--- src/rtl/uart_rx_frame_parser.sv ---
// uart_rx_frame_parser
//   Assembles SOF / LEN / payload / CHK frames from a UART byte strobe, buffers
//   the payload, validates LEN and the additive checksum, then replays good
//   payloads on a valid/ready byte stream with a last marker. Bad frames and
//   bytes that arrive while a payload is being replayed are reported on
//   frame_err with a reason code.
//
//   Optional feature macro: UART_FRAME_TIMEOUT_EN
//     Defined   -> an idle counter aborts a partial frame after TIMEOUT_CLKS
//                  clocks without a byte (err_code 0).
//     Undefined -> no counter; a partial frame waits indefinitely.
module uart_rx_frame_parser #(
  parameter int         MAX_LEN      = 16,
  parameter logic [7:0] SOF_BYTE     = 8'hA5,
  parameter int         CLOCK_FREQ   = 50000000,
  parameter int         TIMEOUT_CLKS = 104160
) (
  input  logic       clk,
  input  logic       rst_n,
  input  logic [7:0] rx_data,
  input  logic       rx_valid,
  output logic [7:0] m_data,
  output logic       m_valid,
  output logic       m_last,
  input  logic       m_ready,
  output logic       frame_ok,
  output logic       frame_err,
  output logic [1:0] err_code,
  output logic       busy
);

  // Pointer / length width: must hold the value MAX_LEN itself.
  localparam int PW = $clog2(MAX_LEN + 1);
  // Buffer address width: only needs to span 0..MAX_LEN-1.
  localparam int AW = (MAX_LEN > 1) ? $clog2(MAX_LEN) : 1;
  localparam logic [7:0] MAX_LEN_B = 8'(MAX_LEN);

  // Reject parameter sets the frame format cannot represent.
  if (MAX_LEN < 1 || MAX_LEN > 255) begin : g_bad_max_len
    $error("uart_rx_frame_parser: MAX_LEN must be within 1..255");
  end
  if (CLOCK_FREQ < 1) begin : g_bad_clock_freq
    $error("uart_rx_frame_parser: CLOCK_FREQ must be positive");
  end
  if (TIMEOUT_CLKS < 2) begin : g_bad_timeout
    $error("uart_rx_frame_parser: TIMEOUT_CLKS must be at least 2");
  end

  typedef enum logic [2:0] {
    S_SOF,
    S_LEN,
    S_PAYLOAD,
    S_CHK,
    S_OUT
  } state_t;

  state_t          state_reg;
  logic [PW-1:0]   len_reg;
  logic [PW-1:0]   wr_ptr_reg;
  logic [PW-1:0]   rd_ptr_reg;
  logic [7:0]      sum_reg;
  logic [7:0]      m_data_reg;
  logic            m_valid_reg;
  logic            m_last_reg;
  logic            frame_ok_reg;
  logic            frame_err_reg;
  logic [1:0]      err_code_reg;

  logic [7:0]      buf_mem [0:MAX_LEN-1];

  logic [PW-1:0]   wr_ptr_next;
  logic [PW-1:0]   rd_ptr_next;
  logic [AW-1:0]   rd_addr;
  logic [7:0]      buf_rd;
  logic            len_ok;
  logic            buf_we;
  logic            handshake;
  logic            timeout_hit;

  assign wr_ptr_next = wr_ptr_reg + 1'b1;
  assign rd_ptr_next = rd_ptr_reg + 1'b1;
  assign len_ok      = (rx_data != 8'd0) && (rx_data <= MAX_LEN_B);
  assign buf_we      = rx_valid && (state_reg == S_PAYLOAD);
  assign handshake   = m_valid_reg && m_ready;

  // The first byte is fetched while the checksum is accepted; afterwards the
  // following byte is fetched on each transfer so m_data is always registered.
  assign rd_addr = (state_reg == S_OUT) ? rd_ptr_next[AW-1:0] : '0;
  assign buf_rd  = buf_mem[rd_addr];

  // Payload buffer write port; contents need no reset.
  always_ff @(posedge clk) begin
    if (buf_we) begin
      buf_mem[wr_ptr_reg[AW-1:0]] <= rx_data;
    end
  end

`ifdef UART_FRAME_TIMEOUT_EN
  localparam int TW = (TIMEOUT_CLKS > 2) ? $clog2(TIMEOUT_CLKS) : 1;
  localparam logic [TW-1:0] IDLE_LAST = TW'(TIMEOUT_CLKS - 1);

  logic [TW-1:0] idle_cnt_reg;
  logic          in_frame;

  assign in_frame    = (state_reg == S_LEN) || (state_reg == S_PAYLOAD) || (state_reg == S_CHK);
  assign timeout_hit = in_frame && !rx_valid && (idle_cnt_reg == IDLE_LAST);

  // Idle counter: runs only inside a partial frame, cleared by every byte.
  always_ff @(posedge clk or negedge rst_n) begin
    if (!rst_n) begin
      idle_cnt_reg <= '0;
    end else if (!in_frame || rx_valid || timeout_hit) begin
      idle_cnt_reg <= '0;
    end else begin
      idle_cnt_reg <= idle_cnt_reg + 1'b1;
    end
  end
`else
  assign timeout_hit = 1'b0;
`endif

  // Frame parser and replay FSM; all outputs are registered here.
  always_ff @(posedge clk or negedge rst_n) begin
    if (!rst_n) begin
      state_reg     <= S_SOF;
      len_reg       <= '0;
      wr_ptr_reg    <= '0;
      rd_ptr_reg    <= '0;
      sum_reg       <= '0;
      m_data_reg    <= '0;
      m_valid_reg   <= 1'b0;
      m_last_reg    <= 1'b0;
      frame_ok_reg  <= 1'b0;
      frame_err_reg <= 1'b0;
      err_code_reg  <= 2'd0;
    end else begin
      frame_ok_reg  <= 1'b0;
      frame_err_reg <= 1'b0;
      case (state_reg)
        S_SOF: begin
          // Non-SOF bytes are line noise between frames: ignored silently.
          if (rx_valid && (rx_data == SOF_BYTE)) begin
            state_reg <= S_LEN;
          end
        end
        S_LEN: begin
          if (rx_valid) begin
            if (len_ok) begin
              len_reg    <= rx_data[PW-1:0];
              sum_reg    <= rx_data;
              wr_ptr_reg <= '0;
              state_reg  <= S_PAYLOAD;
            end else begin
              // The rejected LEN byte is consumed, never re-read as SOF.
              frame_err_reg <= 1'b1;
              err_code_reg  <= 2'd1;
              state_reg     <= S_SOF;
            end
          end else if (timeout_hit) begin
            frame_err_reg <= 1'b1;
            err_code_reg  <= 2'd0;
            state_reg     <= S_SOF;
          end
        end
        S_PAYLOAD: begin
          if (rx_valid) begin
            sum_reg    <= sum_reg + rx_data;
            wr_ptr_reg <= wr_ptr_next;
            if (wr_ptr_next == len_reg) begin
              state_reg <= S_CHK;
            end
          end else if (timeout_hit) begin
            frame_err_reg <= 1'b1;
            err_code_reg  <= 2'd0;
            state_reg     <= S_SOF;
          end
        end
        S_CHK: begin
          if (rx_valid) begin
            if (rx_data == sum_reg) begin
              frame_ok_reg <= 1'b1;
              rd_ptr_reg   <= '0;
              m_valid_reg  <= 1'b1;
              m_data_reg   <= buf_rd;
              m_last_reg   <= (len_reg == PW'(1));
              state_reg    <= S_OUT;
            end else begin
              frame_err_reg <= 1'b1;
              err_code_reg  <= 2'd2;
              state_reg     <= S_SOF;
            end
          end else if (timeout_hit) begin
            frame_err_reg <= 1'b1;
            err_code_reg  <= 2'd0;
            state_reg     <= S_SOF;
          end
        end
        S_OUT: begin
          // No room to hold a new frame while replaying: drop and report.
          if (rx_valid) begin
            frame_err_reg <= 1'b1;
            err_code_reg  <= 2'd3;
          end
          if (handshake) begin
            if (m_last_reg) begin
              m_valid_reg <= 1'b0;
              m_last_reg  <= 1'b0;
              state_reg   <= S_SOF;
            end else begin
              rd_ptr_reg <= rd_ptr_next;
              m_data_reg <= buf_rd;
              m_last_reg <= (rd_ptr_next == (len_reg - PW'(1)));
            end
          end
        end
        default: begin
          state_reg <= S_SOF;
        end
      endcase
    end
  end

  assign m_data    = m_data_reg;
  assign m_valid   = m_valid_reg;
  assign m_last    = m_last_reg;
  assign frame_ok  = frame_ok_reg;
  assign frame_err = frame_err_reg;
  assign err_code  = err_code_reg;
  assign busy      = (state_reg != S_SOF);

endmodule

--- config.mk ---
export PLATFORM = sky130hd
export DESIGN_NAME = uart_rx_frame_parser
export DESIGN_NICKNAME = d
export VERILOG_FILES = /design/src/rtl/uart_rx_frame_parser.sv
export SDC_FILE = /design/constraint.sdc
export NUM_CORES = 1
export LEC_CHECK = 0
export CAP_MARGIN = 20
export CELL_PAD_IN_SITES_DETAIL_PLACEMENT = 1
export CELL_PAD_IN_SITES_GLOBAL_PLACEMENT = 2
export CORE_MARGIN = 5
export CORE_UTILIZATION = 40
export DETAILED_ROUTE_END_ITERATION = 8
export DONT_BUFFER_PORTS = 1
export PLACE_DENSITY_LB_ADDON = 0.1
export SLEW_MARGIN = 20
export SYNTH_ARGS = -nofsm -noshare
export SYNTH_HDL_FRONTEND = slang
export SYNTH_SLANG_ARGS = --single-unit
--- constraint.sdc ---
create_clock -name clk -period 5.4 [get_ports clk]
set_input_delay 1.08 -clock clk [delete_from_list [all_inputs] [get_ports clk]]
set_output_delay 1.08 -clock clk [all_outputs]
set_load 0.03 [all_outputs]
==> run metrics <==
sequential element share of the synthesized area 64.4%; insertion delay to the later sink of the worst-skew pair 0.43 ns; first-pass GRT wire length 29700 µm; leakage power of the design 0.00287 µW; DRC errors left 0; worst-path cell chain or3b_1, nor2_4, buf_4, mux4_2, mux2i_1, o211ai_1; worst clock skew on the final layout 0.00630 ns; CP peak stage delay 0.69 ns; buffers from clock root to sink, at most 2; FF-to-FF End m_data[7]$_DFFE_PN0P_; via count of the first global-routing pass 4670; Critical Path Source state_reg[2]$_DFFE_PN0P_; PostCTS Resize Cnt 0; Reg2Reg Launch Point state_reg[2]$_DFFE_PN0P_; summed instance area of the synthesized netlist 7520 µm²; via count 4472; worst max-slew margin expressed relative to the limit 25.9%; Syn Nets 579; async set or reset register ratio after synthesis 23.8%; detail-routed net length per standard cell 24.6 µm; floorplan die width 147 µm; proportion of netlist area held by the largest area contributor 51.1%; data arrival time of the critical path 3.40 ns; flip-flop and latch count after synthesis 168; endpoint type of the worst setup path flip-flop; mean instance size in the synthesized netlist 13.6 µm²; aggregate global-route resource usage 18.6%; CTS tree yes; hold violation count in the final report 0; Pwr Total 3190 µW; CTS Hold Buffers Added 0; setup repair after global routing missed its margin no; number of cells produced by synthesis 552; Antenna Diode Count 0; critical path fanouts, max 22; number of pins with negative max-slew slack in the final report 0; cell type with the largest total area after synthesis edfxtp_1; number of warning messages in the yosys log 0; Boundary Pins 27; post-route core utilization 44.8%; Layout Area Growth over Synthesis 11.0%; setup slack of the most critical reg-to-reg path 2.29 ns; cell count of the worst reg-to-reg path 6; CP max stage cell nor2_4; top area cells in the synthesized netlist edfxtp_1, dfrtp_1, mux2_2, mux4_2, ha_1; timing-limited maximum frequency 0.321 GHz; Worst Tran Pin Value 1.11 ns; total negative setup slack 0 ns; post-CTS setup buffers 0; master cell of the clock root buffer clkbuf_16; placeable core region 18600 µm²; clock transition at the register clock pins on the worst setup and hold paths after CTS 0.07 ns; H-tree Lvls 4; number of synthesized flops with an enable pin 128; class of the most critical setup path reg2reg; largest net degree at the start of global routing 53; final-report setup violation count 0; routed wire length 19500 µm; Layout Nets 574; ratio of routed vias to standard cells 5.63; min-delay worst type in2async; total die area 21700 µm²; startpoint class of the critical path flip-flop; number of DRC violations after detailed-routing iteration 0 283; Power Density 382 nW/µm²; share of the clock period used by the worst path after layout 57.6%; library cells used by synthesis 60; clock period minus final worst setup slack 3.11 ns; required time of the worst setup path 5.69 ns; IO buf count 0; maximum resistive drop on vdd 0.224 mV; overall die height 147 µm; grt total ovfl 0; # clock sinks 168; number of flip-flops under the largest register name 128; most common cell after layout, fill and taps aside edfxtp_1; number of buffers inserted during clock tree synthesis 17; most frequent cells in the layout edfxtp_1, dfrtp_1, nand2_1; HPWL after detailed placement 12800 µm; placer's final routability congestion estimate 0.811; max-capacitance violation count 0; run status completed; initial cell density of the core 40.4%; post-route ant nets 0; Cell Rows 50; ratio of cells with drive above 1 in the final layout 15.9%; Post-synth top flop edfxtp_1; antenna violations before repair 0; First-pass DRT Iterations 4
[report_power, final]
part	switching, µW	internal (µW)
clock network	572	666
logic	215	185
registers	99.8	1450
[area by class of cell]
cell class,instances,area (µm²)
clock buffers,17,425
clock inverters,15,181
fillers,1876,10300
inverters,12,45.0
multi-input cells,342,2520
flip-flops and latches,168,4850
well taps,234,293
repair buffers,6,45.0
[layer usage]
metal / part of all wire, % / wire, µm / vias to the layer above / track usage (%)
met5: 0 / 0 / - / 0
met4: 1.3 / 248 / 0 / 5.22
met3: 6.0 / 1170 / 19 / 5.18
met2: 49 / 9530 / 85 / 30.5
met1: 44 / 8570 / 2289 / 24.4
li1: - / - / 2079 / -
[worst max-delay path by stage]
stage / to
floorplan: err_code[0]$_DFFE_PN0P_
global placement: m_data[6]$_DFFE_PN0P_
detailed placement: m_data[7]$_DFFE_PN0P_
CTS: m_data[7]$_DFFE_PN0P_
global route: m_data[6]$_DFFE_PN0P_
finish: m_data[7]$_DFFE_PN0P_
[logic make-up after synthesis]
family                     Yosys count  share of synthesized area [%]
muxes                               51                           8.55
buffers and inverters               42                           2.48
DFF                                168                           64.4
and+or+nand+nor                    135                           9.28
xor gates and xnor gates            24                           2.89
AOI/OAI and AO/OA                  117                           9.83
adders and majority gates           15                           2.59
[stage by stage]
stage                     worst slack (ns)  std cells  cell area [µm²]  hold WS [ns]
after floorplan                       2.35        552             7520         0.453
final                                 2.29        794             8350         0.341
after global routing                  2.19        794             8350         0.315
after detailed placement              1.86        761             7740         0.489
after CTS                             2.29        793             8350         0.318
after global placement                2.01        761             7740         0.485
[cell usage after synthesis (2+ instances only)]
master / number
a21oi_1: 22
a22oi_1: 9
and2_1: 4
buf_2: 7
buf_4: 3
clkbuf_1: 17
dfrtp_1: 40
edfxtp_1: 128
ha_1: 14
inv_1: 12
mux2_2: 26
mux2i_1: 17
mux4_2: 8
nand2_1: 35
nand2b_1: 2
nand3_1: 19
nand3b_1: 2
nor2_1: 34
nor2_4: 2
nor2b_1: 11
nor3_1: 7
nor3b_1: 3
nor4bb_1: 2
o211ai_1: 8
o21a_1: 2
o21ai_0: 28
o21ai_1: 6
o21ai_2: 2
o221ai_1: 8
o22ai_1: 17
o31ai_1: 2
o41ai_1: 3
or3_1: 4
xnor2_1: 14
xor2_1: 9
[worst max-delay path: cells and delay by family, from the launching register on]
kind,cells,cell delay [ns]
buf+inv,1,0.35
mux,2,0.66
compound gates,1,0.15
simple gates,2,1.25
flops,1,0.55
No activity file was read; power rests on OpenSTA's default activity.
